--- src/rtl/mips_instr_issuer.sv ---
// Encodes host field sets into MIPS words, buffers them and issues one per GAP+1 cycles with a newinstr strobe.
// Optional ISSUE_COUNT_EN adds a 16-bit count of issued words.
module mips_instr_issuer #(
    parameter int DEPTH = 8,
    parameter int AW    = 3,
    parameter int GAP   = 4
) (
    input  logic          clock,
    input  logic          reset,
    input  logic          in_valid,
    output logic          in_ready,
    input  logic [5:0]    in_opcode,
    input  logic [4:0]    in_rs,
    input  logic [4:0]    in_rt,
    input  logic [4:0]    in_rd,
    input  logic [5:0]    in_funct,
    input  logic [15:0]   in_imm,
    input  logic          run,
    output logic [31:0]   instrword,
    output logic          newinstr,
    output logic [AW:0]   fifo_count,
    output logic          busy,
    output logic          err_illegal
`ifdef ISSUE_COUNT_EN
    ,
    output logic [15:0]   issue_count
`endif
);

    localparam logic [0:0]    S_IDLE  = 1'b0;
    localparam logic [0:0]    S_WAIT  = 1'b1;
    localparam int            GW      = (GAP > 1) ? $clog2(GAP) : 1;
    localparam logic [AW:0]   FULL    = (AW+1)'(DEPTH);
    localparam logic [AW-1:0] PTR_ONE = AW'(1);
    localparam logic [AW:0]   CNT_ONE = (AW+1)'(1);

    logic [0:0]    r_state;
    logic [GW-1:0] r_gap;
    logic [AW-1:0] r_wr_ptr;
    logic [AW-1:0] r_rd_ptr;
    logic [AW:0]   r_count;
    logic [31:0]   r_mem [DEPTH];
    logic [31:0]   r_instrword;
    logic          r_newinstr;
    logic          r_err;

    logic          w_hs;
    logic          w_legal;
    logic          w_push;
    logic          w_pop;
    logic [31:0]   w_word;

    // in_ready depends only on registered count: a same-edge pop never frees a slot for that push
    assign in_ready = (r_count != FULL);
    assign w_hs     = in_valid && in_ready;
    assign w_legal  = (in_opcode == 6'd0) || (in_opcode == 6'd35) || (in_opcode == 6'd43);
    assign w_push   = w_hs && w_legal;
    assign w_pop    = (r_state == S_IDLE) && run && (r_count != '0);

    always_comb begin
        w_word = {in_opcode, in_rs, in_rt, in_imm};
        if (in_opcode == 6'd0) begin
            w_word = {in_opcode, in_rs, in_rt, in_rd, 5'b00000, in_funct};
        end
    end

    always_ff @(posedge clock) begin
        if (w_push) begin
            r_mem[r_wr_ptr] <= w_word;
        end
    end

    always_ff @(posedge clock) begin
        if (reset) begin
            r_wr_ptr <= '0;
            r_rd_ptr <= '0;
            r_count  <= '0;
        end else begin
            if (w_push) begin
                r_wr_ptr <= r_wr_ptr + PTR_ONE;
            end
            if (w_pop) begin
                r_rd_ptr <= r_rd_ptr + PTR_ONE;
            end
            case ({w_push, w_pop})
                2'b10:   r_count <= r_count + CNT_ONE;
                2'b01:   r_count <= r_count - CNT_ONE;
                default: r_count <= r_count;
            endcase
        end
    end

    always_ff @(posedge clock) begin
        if (reset) begin
            r_state     <= S_IDLE;
            r_gap       <= '0;
            r_instrword <= '0;
            r_newinstr  <= 1'b0;
            r_err       <= 1'b0;
        end else begin
            r_newinstr <= 1'b0;
            r_err      <= w_hs && !w_legal;
            case (r_state)
                S_IDLE: begin
                    if (w_pop) begin
                        r_instrword <= r_mem[r_rd_ptr];
                        r_newinstr  <= 1'b1;
                        r_gap       <= GW'(GAP - 1);
                        r_state     <= S_WAIT;
                    end
                end
                default: begin
                    if (r_gap == '0) begin
                        r_state <= S_IDLE;
                    end else begin
                        r_gap <= r_gap - 1'b1;
                    end
                end
            endcase
        end
    end

`ifdef ISSUE_COUNT_EN
    logic [15:0] r_issue_cnt;

    always_ff @(posedge clock) begin
        if (reset) begin
            r_issue_cnt <= '0;
        end else if (w_pop) begin
            r_issue_cnt <= r_issue_cnt + 16'd1;
        end
    end

    assign issue_count = r_issue_cnt;
`endif

    assign instrword   = r_instrword;
    assign newinstr    = r_newinstr;
    assign fifo_count  = r_count;
    assign err_illegal = r_err;
    assign busy        = (r_state != S_IDLE) || (r_count != '0);

endmodule

--- config.mk ---
export PLATFORM = sky130hd
export DESIGN_NAME = mips_instr_issuer
export DESIGN_NICKNAME = d
export VERILOG_FILES = /design/src/rtl/mips_instr_issuer.sv
export SDC_FILE = /design/constraint.sdc
export NUM_CORES = 1
export LEC_CHECK = 0
export ABC_CLOCK_PERIOD_IN_PS = 14900
export CORE_ASPECT_RATIO = 1.75
export CORE_MARGIN = 4
export CORE_UTILIZATION = 40
export DETAILED_ROUTE_END_ITERATION = 10
export DONT_BUFFER_PORTS = 1
export GPL_ROUTABILITY_DRIVEN = 0
export REMOVE_ABC_BUFFERS = 1
export SYNTH_ARGS = -nofsm -noshare
export SYNTH_HDL_FRONTEND = slang
export SYNTH_SLANG_ARGS = --single-unit
--- constraint.sdc ---
create_clock -name clock -period 14.9 [get_ports clock]
set_clock_uncertainty 0.15 [all_clocks]
set_input_delay 4.47 -clock clock [delete_from_list [all_inputs] [get_ports clock]]
set_output_delay 4.47 -clock clock [all_outputs]
set_load 0.03 [all_outputs]
==> results of run 1 <==
[cells by family after synthesis]
| kind of cell | after synthesis |
|---|---|
| buffers and inverters | 37 |
| multiplexers | 79 |
| adder cells (fa/ha/maj) | 6 |
| AO/OA/AOI/OAI | 44 |
| AND/OR/NAND/NOR | 116 |
| flip-flops | 303 |
| XOR/XNOR | 6 |
[layer usage]
metal | vias up | part of all wire | routed length (microns) | track usage
met3 | 39 | 0.057 | 1340 | 0.0300
met1 | 2853 | 0.37 | 8500 | 0.170
met5 | - | 0.00060 | 14 | 0
met2 | 148 | 0.55 | 12700 | 0.276
met4 | 2 | 0.027 | 629 | 0.0496
li1 | 2388 | - | - | -
[worst max-delay path, stage by stage, from the launching register on]
cell and delay (ns):
dfxtp_1 0.46, or4_4 0.66, or2_2 0.40
[layout make-up]
cell class	count	area, sq um	share of cell area
flip-flops and latches	303	8640	0.671
well taps	378	473	0.0367
clock buffers	38	810	0.0629
multi-input cells	251	2800	0.218
repair buffers	8	60.1	0.00466
inverters	5	18.8	0.00146
clock inverters	10	77.6	0.00602
[stage by stage]
stage	setup WS [ns]	total power [mW]	cells
after floorplan	6.64	0.987	559
after global placement	7.77	0.995	945
after detailed placement	7.68	0.997	945
after CTS	8.18	1.68	993
after global routing	8.06	1.72	993
final	8.22	1.66	993
[worst paths after layout]
kind / to / from
worst max-delay path: busy / fifo_count[3]
worst min-delay path: r_gap[0] / r_gap[0]
worst max register to register: fifo_count[3] / fifo_count[1]
worst min register to register: r_gap[0] / r_gap[0]
[power by group through the flow]
stage	logic, mW	clock network (mW)	registers [mW]
6_report	0.0390	0.684	0.938
5_1_grt	0.0435	0.734	0.938
3_3_place_gp	0.0384	0	0.957
2_1_floorplan	0.0304	0	0.957
3_5_place_dp	0.0399	0	0.957
4_1_cts	0.0400	0.701	0.938
[state kept, by name, summed over array words and instances (netlist names), 2 cells and up]
register,flops
r_gap,2
instrword,32
r_mem,256
r_rd_ptr,3
fifo_count,4
r_wr_ptr,3
[cell usage after synthesis, drive strengths merged]
library cell,instances
and3,1
o2111ai,1
xnor2,2
nand2,3
and4b,1
edfxtp,256
nor2b,5
inv,5
ha,6
nand3,3
or4,1
nand2b,3
a21oi,3
nor4b,1
clkbuf,12
nor3,36
and2,6
nor2,49
or3,2
o22ai,32
o21ai,5
mux2i,3
mux4,64
a211oi,2
o31ai,1
nor4,1
xor2,4
dfxtp,47
mux2,12
or2,2
nor4bb,1
buf,20
or4b,1
==> qor.csv, run 1 <==
metric;value;unit
outcome;finished, final reports clean;
Synth cell types;42;
clk buf depth;3;
top-area cell type share of the netlist area;0.662;
Critical Setup Path Class;flop to primary output;
syn avg cell area;19.6;sq um
most common cell after layout, fill and taps aside;edfxtp_1;
Post-Synth Simple-Gate Area;0.0634;
Clock H-tree levels;1;
Synth Area in Compound Gates;0.0239;
fill count;2413;
starting density of the core;0.406;
worst vdd ir;0.0734;mV
Hold-fix buffers, CTS;0;
Synth Area in XOR/XNOR;0.00453;
drt via density;5.47;
Hold Crit Depth;1;
1st-iter DRT viols;393;
# setup viols final;0;
Fmax achieved;150;MHz
Max Cap Violations;0;
RSZ-0062 raised after global routing;no;
Routed Wire Length;23.2;mm
setup tns final;0;ns
core area;28600;sq um
largest net degree at the start of global routing;67;
Final #Nets;648;
vias in the first global route;5857;
I/O pin total;87;
Yosys reg bits;303;
adder-cell share of the synthesized area;0.00647;
final hold viol count;0;
router iterations before antenna repair;4;
area leader, netlist;edfxtp_1;
via count;5430;
R2R setup slack;11.64;ns
Req. time, crit path;10.28;ns
Hold/Removal Path Class;flop to flop;
port bufs;0;
Post-CTS Setup Bufs;0;
CTS clk-pin slew, worst paths;0.07;ns
remaining antenna violation count;0;
Clock Tree Root;clkbuf_16;
dpl hpwl;13.3;mm
sequential area share after synthesis;0.743;
Worst-Skew Late Latency;0.53;ns
Sw Ratio;0.195;
sequential share of power;0.565;
CTS tree;yes;
switching pwr;324;uW
cts bufs inserted;26;
Synth-to-Final Area Change;10.9;%
largest family of logic cells by synthesized area;multiplexers;
crit path DAT;2.06;ns
post-route cell area;12900;sq um
commonest non-fill, non-tap cells in the layout;256 x edfxtp_1, 64 x mux4_2, 45 x dfxtp_1, 33 x nor2_1, 32 x o22ai_1;
clock sink count;303;
layout cells sized above 1;0.275;
Total GRT Usage;0.149;
grt ovf;0;
Gate Count Post-Synth;591;
mux contribution to synthesized area;0.138;
Slew headroom;0.213;
crit end category;primary output;
Clk pwr share;0.412;
CP Max Fanout;5;
first-pass GRT wire length;35.6;mm
pwr dens;129;nW/um^2
fin crit share;0.448;
Lkg Pwr;3.93;nW
Startpoint Class;flop;
Final Max Tran Viols;0;
final core occ;0.450;
WHS;0.316;ns
Pint;1.34;mW
die width;137;microns
Tmin final;6.68;ns
Warnings, synthesis;0;
PostCTS Resize Cnt;0;
Core Rows;82;
DRC viols;0;
Die H;233;microns
ant diodes;0;
initial antenna violation count;1;
Avg WL per Cell;23.4;microns
Worst-Margin Slew;1.18;ns
Area contributors post-synth;edfxtp_1 66%, mux4_2 12%, dfxtp_1 8.1%;
r2r worst-path depth;7;
Mapped Area;11600;sq um
placed cell area;12000;sq um
Die ar.;31900;sq um
Comb pwr share;0.023;
Power figures use the tool's default switching activity.
==> run 2, diff against run 1 <==
ABC_CLOCK_PERIOD_IN_PS = 7000   (was 14900)
clock period = 7 ns   (was 14.9 ns; I/O delays follow)
==> run 2 against run 1 <==
Design area increased by 1.1%; global-route usage rose by 0.086 points; count of clock-buffer cells in the layout shrank 1; register-to-register slack got worse by 7.9 ns; power is 120% higher; clock power rose by 140%; sequential cell count unchanged; non-clock buffer count is the same; utilization increased by 0.49 points; worst hold slack is essentially flat; critical endpoint unchanged; largest power group unchanged; highest routed layer is now met4.
==> qor.csv, run 2 (synthesized netlist as in run 1, its figures left out) <==
metric;value;unit;change
cts bufs inserted;27;;was 26
Hold/Removal Path Class;flop to flop;;unchanged
Core Rows;82;;unchanged
Critical Setup Path Class;flop to primary output;;unchanged
initial antenna violation count;1;;unchanged
RSZ-0062 raised after global routing;no;;unchanged
Die ar.;31900;sq um;unchanged
Layout Cells excl Fill;996;;was 993
Final #Nets;649;;was 648
# setup viols final;0;;unchanged
final core occ;0.455;;was 0.450
Synth-to-Final Area Change;12.1;%;was 10.9%
worst vdd ir;0.168;mV;was 0.0734 mV
Worst-Skew Late Latency;0.54;ns;was 0.53 ns
Worst path top cell family by delay;simple AND/OR/NAND/NOR gates;;unchanged
Req. time, crit path;4.75;ns;was 10.28 ns
clock sink count;303;;unchanged
clk buf depth;3;;unchanged
fin crit share;0.616;;
placed insts;945;;unchanged
DRC viols;0;;unchanged
Post-CTS Setup Bufs;0;;unchanged
starting density of the core;0.406;;unchanged
Clock Tree Root;clkbuf_16;;unchanged
vias in the first global route;5906;;was 5,857
Avg WL per Cell;23.4;microns;about the same
Tmin final;4.31;ns;
pwr dens;286;nW/um^2;was 129 nW/um^2
port bufs;0;;unchanged
max reg flops;256;;unchanged
Lkg Pwr;4.00;nW;was 3.93 nW
crit end category;primary output;;unchanged
crit path DAT;2.06;ns;about the same
Overall Power;3.73;mW;was 1.66 mW
Crit-path slowest cell;or4_4;;unchanged
via count;5413;;was 5,430
critical path, cell by cell;or4_4, or2_2;;unchanged
Comb pwr share;0.022;;was 0.023
Final Max Tran Viols;0;;unchanged
Pint;3.00;mW;was 1.34 mW
setup tns final;0;ns;unchanged
commonest non-fill, non-tap cells in the layout;256 x edfxtp_1, 64 x mux4_2, 45 x dfxtp_1, 33 x nor2_1, 32 x o22ai_1;;unchanged
Total GRT Usage;0.150;;was 0.149
PostCTS Resize Cnt;0;;unchanged
Top reg by flops;r_mem;;unchanged
remaining antenna violation count;0;;unchanged
Sw Ratio;0.195;;about the same
CTS tree;yes;;unchanged
router iterations before antenna repair;4;;unchanged
Clock H-tree levels;1;;unchanged
core area;28600;sq um;unchanged
outcome;finished, final reports clean;;unchanged
Max stage delay on crit path;0.62;ns;was 0.66 ns
Clk pwr share;0.442;;was 0.412
Hold-fix buffers, CTS;0;;unchanged
largest net degree at the start of global routing;67;;unchanged
Slew headroom;0.223;;was 0.213
CTS clk-pin slew, worst paths;0.07;ns;about the same
1st-iter DRT viols;348;;was 393
Fmax achieved;232;MHz;
sequential share of power;0.536;;was 0.565
drt via density;5.43;;was 5.47
Worst-Margin Slew;1.16;ns;was 1.18 ns
first-pass GRT wire length;35.8;mm;was 35.6 mm
I/O pin total;87;;unchanged
Startpoint Class;flop;;unchanged
Max Cap Violations;0;;unchanged
Routed Wire Length;23.3;mm;was 23.2 mm
most common cell after layout, fill and taps aside;edfxtp_1;;unchanged
Die H;233;microns;unchanged
WP buf/inv;0;;unchanged
dpl hpwl;13.2;mm;was 13.3 mm
final hold viol count;0;;unchanged
CP Max Fanout;9;;was 5
grt ovf;0;;unchanged
switching pwr;728;uW;was 324 uW
die width;137;microns;unchanged
layout cells sized above 1;0.282;;was 0.275
==> run 2: cell count changes in the layout (fill, tap and decap cells not counted) <==
cell,before,now
bufinv_16,1,4
clkbuf_1,4,2
clkbuf_16,29,31
clkbuf_8,5,4
clkinv_1,1,0
clkinv_2,6,4
clkinv_8,0,1
diode_2,0,1
inv_6,0,2
==> run 2: cell type report <==
| type | instances | area (sq um) |
|---|---|---|
| fillers | 2375 | 15600 |
| flip-flops and latches | 303 | 8640 |
| multi-input cells | 251 | 2800 |
| clock buffers | 37 | 838 |
| well taps | 378 | 473 |
| clock inverters | 13 | 188 |
| repair buffers | 8 | 60.1 |
| inverters | 5 | 18.8 |
| diodes | 1 | 2.50 |
==> run 2: worst reg2reg max path, cell delays in order (launching register included) <==
cell and delay [ns]:
dfxtp_1 0.69, or4b_4 0.33, o2111ai_2 0.27, or2_2 0.46
nor2_4 0.92
==> run 2: power groups by stage <==
stage	clock network [mW]	logic [mW]	registers, mW
after floorplan	0	0.0647	2.04
after global placement	0	0.0817	2.04
after detailed placement	0	0.0848	2.04
after CTS	1.68	0.0853	2.00
after global routing	1.76	0.0925	2.00
final	1.65	0.0828	2.00
==> run 2: layer usage <==
layer	vias up	routed length, microns	track usage
met5	-	0	0
met1	2847	8500	0.170
met3	43	1210	0.0293
met4	0	687	0.0534
met2	130	12900	0.278
li1	2393	-	-
==> run 2: stage by stage <==
| stage | setup slack, ns | hold slack, ns | instance area [sq um] |
|---|---|---|---|
| after floorplan | 1.11 | 0.282 | 11400 |
| after global placement | 2.24 | 0.297 | 12000 |
| after detailed placement | 2.14 | 0.304 | 12000 |
| after CTS | 2.64 | 0.315 | 13000 |
| after global routing | 2.54 | 0.340 | 13000 |
| final | 2.69 | 0.317 | 13000 |
==> run 2: worst paths after layout <==
check | start | end | slack [ns] | cells past startpoint
setup / recovery | fifo_count[1] | busy | 2.69 | 2
hold / removal | r_gap[0] | r_gap[0] | 0.32 | 1
setup reg to reg | fifo_count[1] | r_mem[6][0] | 3.76 | 4
hold reg to reg | r_gap[0] | r_gap[0] | 0.32 | 1
==> run 3, diff against run 2 <==
ABC_CLOCK_PERIOD_IN_PS = 3570   (was 7000)
clock period = 3.57 ns   (was 7 ns; I/O delays follow)
==> run 3 against run 2 <==
First-iteration DRC count is 8.6% lower; largest cell class unchanged; critical endpoint unchanged; register-to-register slack worse by 3.2 ns; global-route usage is 0.23 points lower.
==> qor.csv, run 3 (synthesized netlist as in run 1, its figures left out) <==
metric;value;unit;change
outcome;finished, final reports clean;;unchanged
fill count;2387;;was 2,375
final hold viol count;0;;unchanged
critical path, cell by cell;or4_4, or2_2;;unchanged
Layout Cells excl Fill;1012;;was 996
Critical Setup Path Class;flop to primary output;;unchanged
Clock H-tree levels;1;;unchanged
# setup viols final;0;;unchanged
Post-CTS Setup Bufs;0;;unchanged
commonest non-fill, non-tap cells in the layout;256 x edfxtp_1, 64 x mux4_2, 45 x dfxtp_1, 33 x nor2_1, 32 x o22ai_1;;unchanged
Hold/Removal Path Class;flop to flop;;unchanged
max reg flops;256;;unchanged
pwr dens;534;nW/um^2;was 286 nW/um^2
Lkg Pwr;4.03;nW;was 4.00 nW
Core Rows;82;;unchanged
layout cells sized above 1;0.285;;was 0.282
via count;5451;;was 5,413
Clock Tree Root;clkbuf_16;;unchanged
port bufs;0;;unchanged
setup ws final;0.295;ns;was 2.69 ns
vias in the first global route;5921;;was 5,906
first-pass GRT wire length;35.6;mm;was 35.8 mm
clk buf depth;3;;unchanged
Req. time, crit path;2.35;ns;was 4.75 ns
grt ovf;0;;unchanged
DRC viols;0;;unchanged
Max stage delay on crit path;0.65;ns;was 0.62 ns
Top reg by flops;r_mem;;unchanged
cts bufs inserted;26;;was 27
Final Max Tran Viols;0;;unchanged
Hold-fix buffers, CTS;0;;unchanged
1st-iter DRT viols;318;;was 348
register area;8640;sq um;unchanged
Fmax achieved;305;MHz;
crit end category;primary output;;unchanged
Synth-to-Final Area Change;12.9;%;was 12.1%
die width;137;microns;unchanged
fin crit share;0.917;;
Total GRT Usage;0.148;;was 0.150
I/O pin total;87;;unchanged
RSZ-0062 raised after global routing;no;;unchanged
PostCTS Resize Cnt;0;;unchanged
Worst-Margin Slew;1.02;ns;was 1.16 ns
multi-input logic area;2800;sq um;unchanged
Max Cap Violations;0;;unchanged
Startpoint Class;flop;;unchanged
worst vdd ir;0.327;mV;was 0.168 mV
Crit-path slowest cell;or4_4;;unchanged
placed insts;964;;was 945
CTS clk-pin slew, worst paths;0.07;ns;about the same
CP Max Fanout;7;;was 9
drt via density;5.39;;was 5.43
WP buf/inv;0;;unchanged
Slew headroom;0.318;;was 0.223
Die H;233;microns;unchanged
Routed Wire Length;23.3;mm;about the same
Tmin final;3.28;ns;
core area;28600;sq um;unchanged
pre-CTS setup slack;0.159;ns;was 2.14 ns
crit path DAT;2.05;ns;was 2.06 ns
remaining antenna violation count;0;;unchanged
Overall Power;7.00;mW;was 3.73 mW
dpl hpwl;14.2;mm;was 13.2 mm
Avg WL per Cell;23.0;microns;was 23.4 microns
Die ar.;31900;sq um;unchanged
Worst-Skew Late Latency;0.54;ns;about the same
ant diodes;0;;was 1
Final #Nets;667;;was 649
CTS tree;yes;;unchanged
router iterations before antenna repair;4;;unchanged
most common cell after layout, fill and taps aside;edfxtp_1;;unchanged
initial antenna violation count;2;;was 1
clock sink count;303;;unchanged
Worst path top cell family by delay;simple AND/OR/NAND/NOR gates;;unchanged
largest net degree at the start of global routing;67;;unchanged
starting density of the core;0.406;;unchanged
==> run 3: changes by cell type in the layout (fill, tap and decap cells not counted), sizes merged <==
cell    change
clkbuf      -1
buf        +19
clkinv      +1
diode       -1
inv         -2
==> run 3: per-stage QoR <==
step	util	hold WS [ns]	setup TNS, ns	instance area [sq um]
3_3_place_gp	0.427	0.297	0	12200
3_5_place_dp	0.427	0.335	0	12200
6_report	0.458	0.334	0	13100
4_1_cts	0.458	0.343	0	13100
2_1_floorplan	-	0.282	-160.43	11400
5_1_grt	0.458	0.355	0	13100
==> run 3: where the power goes <==
| part | leakage, nW | switching [mW] | internal, mW | total, mW |
|---|---|---|---|---|
| sequential | 2.68 | 0.0590 | 3.85 | 3.91 |
| combinational | 0.924 | 0.0918 | 0.0808 | 0.173 |
| clock | 0.423 | 1.23 | 1.69 | 2.91 |
| total | 4.03 | 1.38 | 5.62 | 7.00 |
==> run 3: worst paths after layout <==
| kind | slack (ns) | end | start | cells past startpoint |
|---|---|---|---|---|
| worst max-delay path | 0.29 | busy | fifo_count[0] | 2 |
| worst min-delay path | 0.33 | r_gap[0] | r_gap[0] | 1 |
| worst max register to register | 0.54 | fifo_count[2] | fifo_count[3] | 9 |
| worst min register to register | 0.33 | r_gap[0] | r_gap[0] | 1 |
==> run 3: per-layer routing <==
metal	track usage	routed length, microns	vias up
li1	-	-	2425
met1	0.174	8620	2862
met2	0.270	12800	125
met3	0.0259	1220	37
met4	0.0506	603	2
met5	0	8	-
==> run 3: layout make-up <==
class | instances | share of cell area
Timing Repair Buffer | 27 | 0.0231
Tap cell | 378 | 0.0361
Multi-Input combinational cell | 251 | 0.214
Sequential cell | 303 | 0.659
Clock inverter | 12 | 0.0129
Inverter | 5 | 0.00143
Clock buffer | 36 | 0.0541
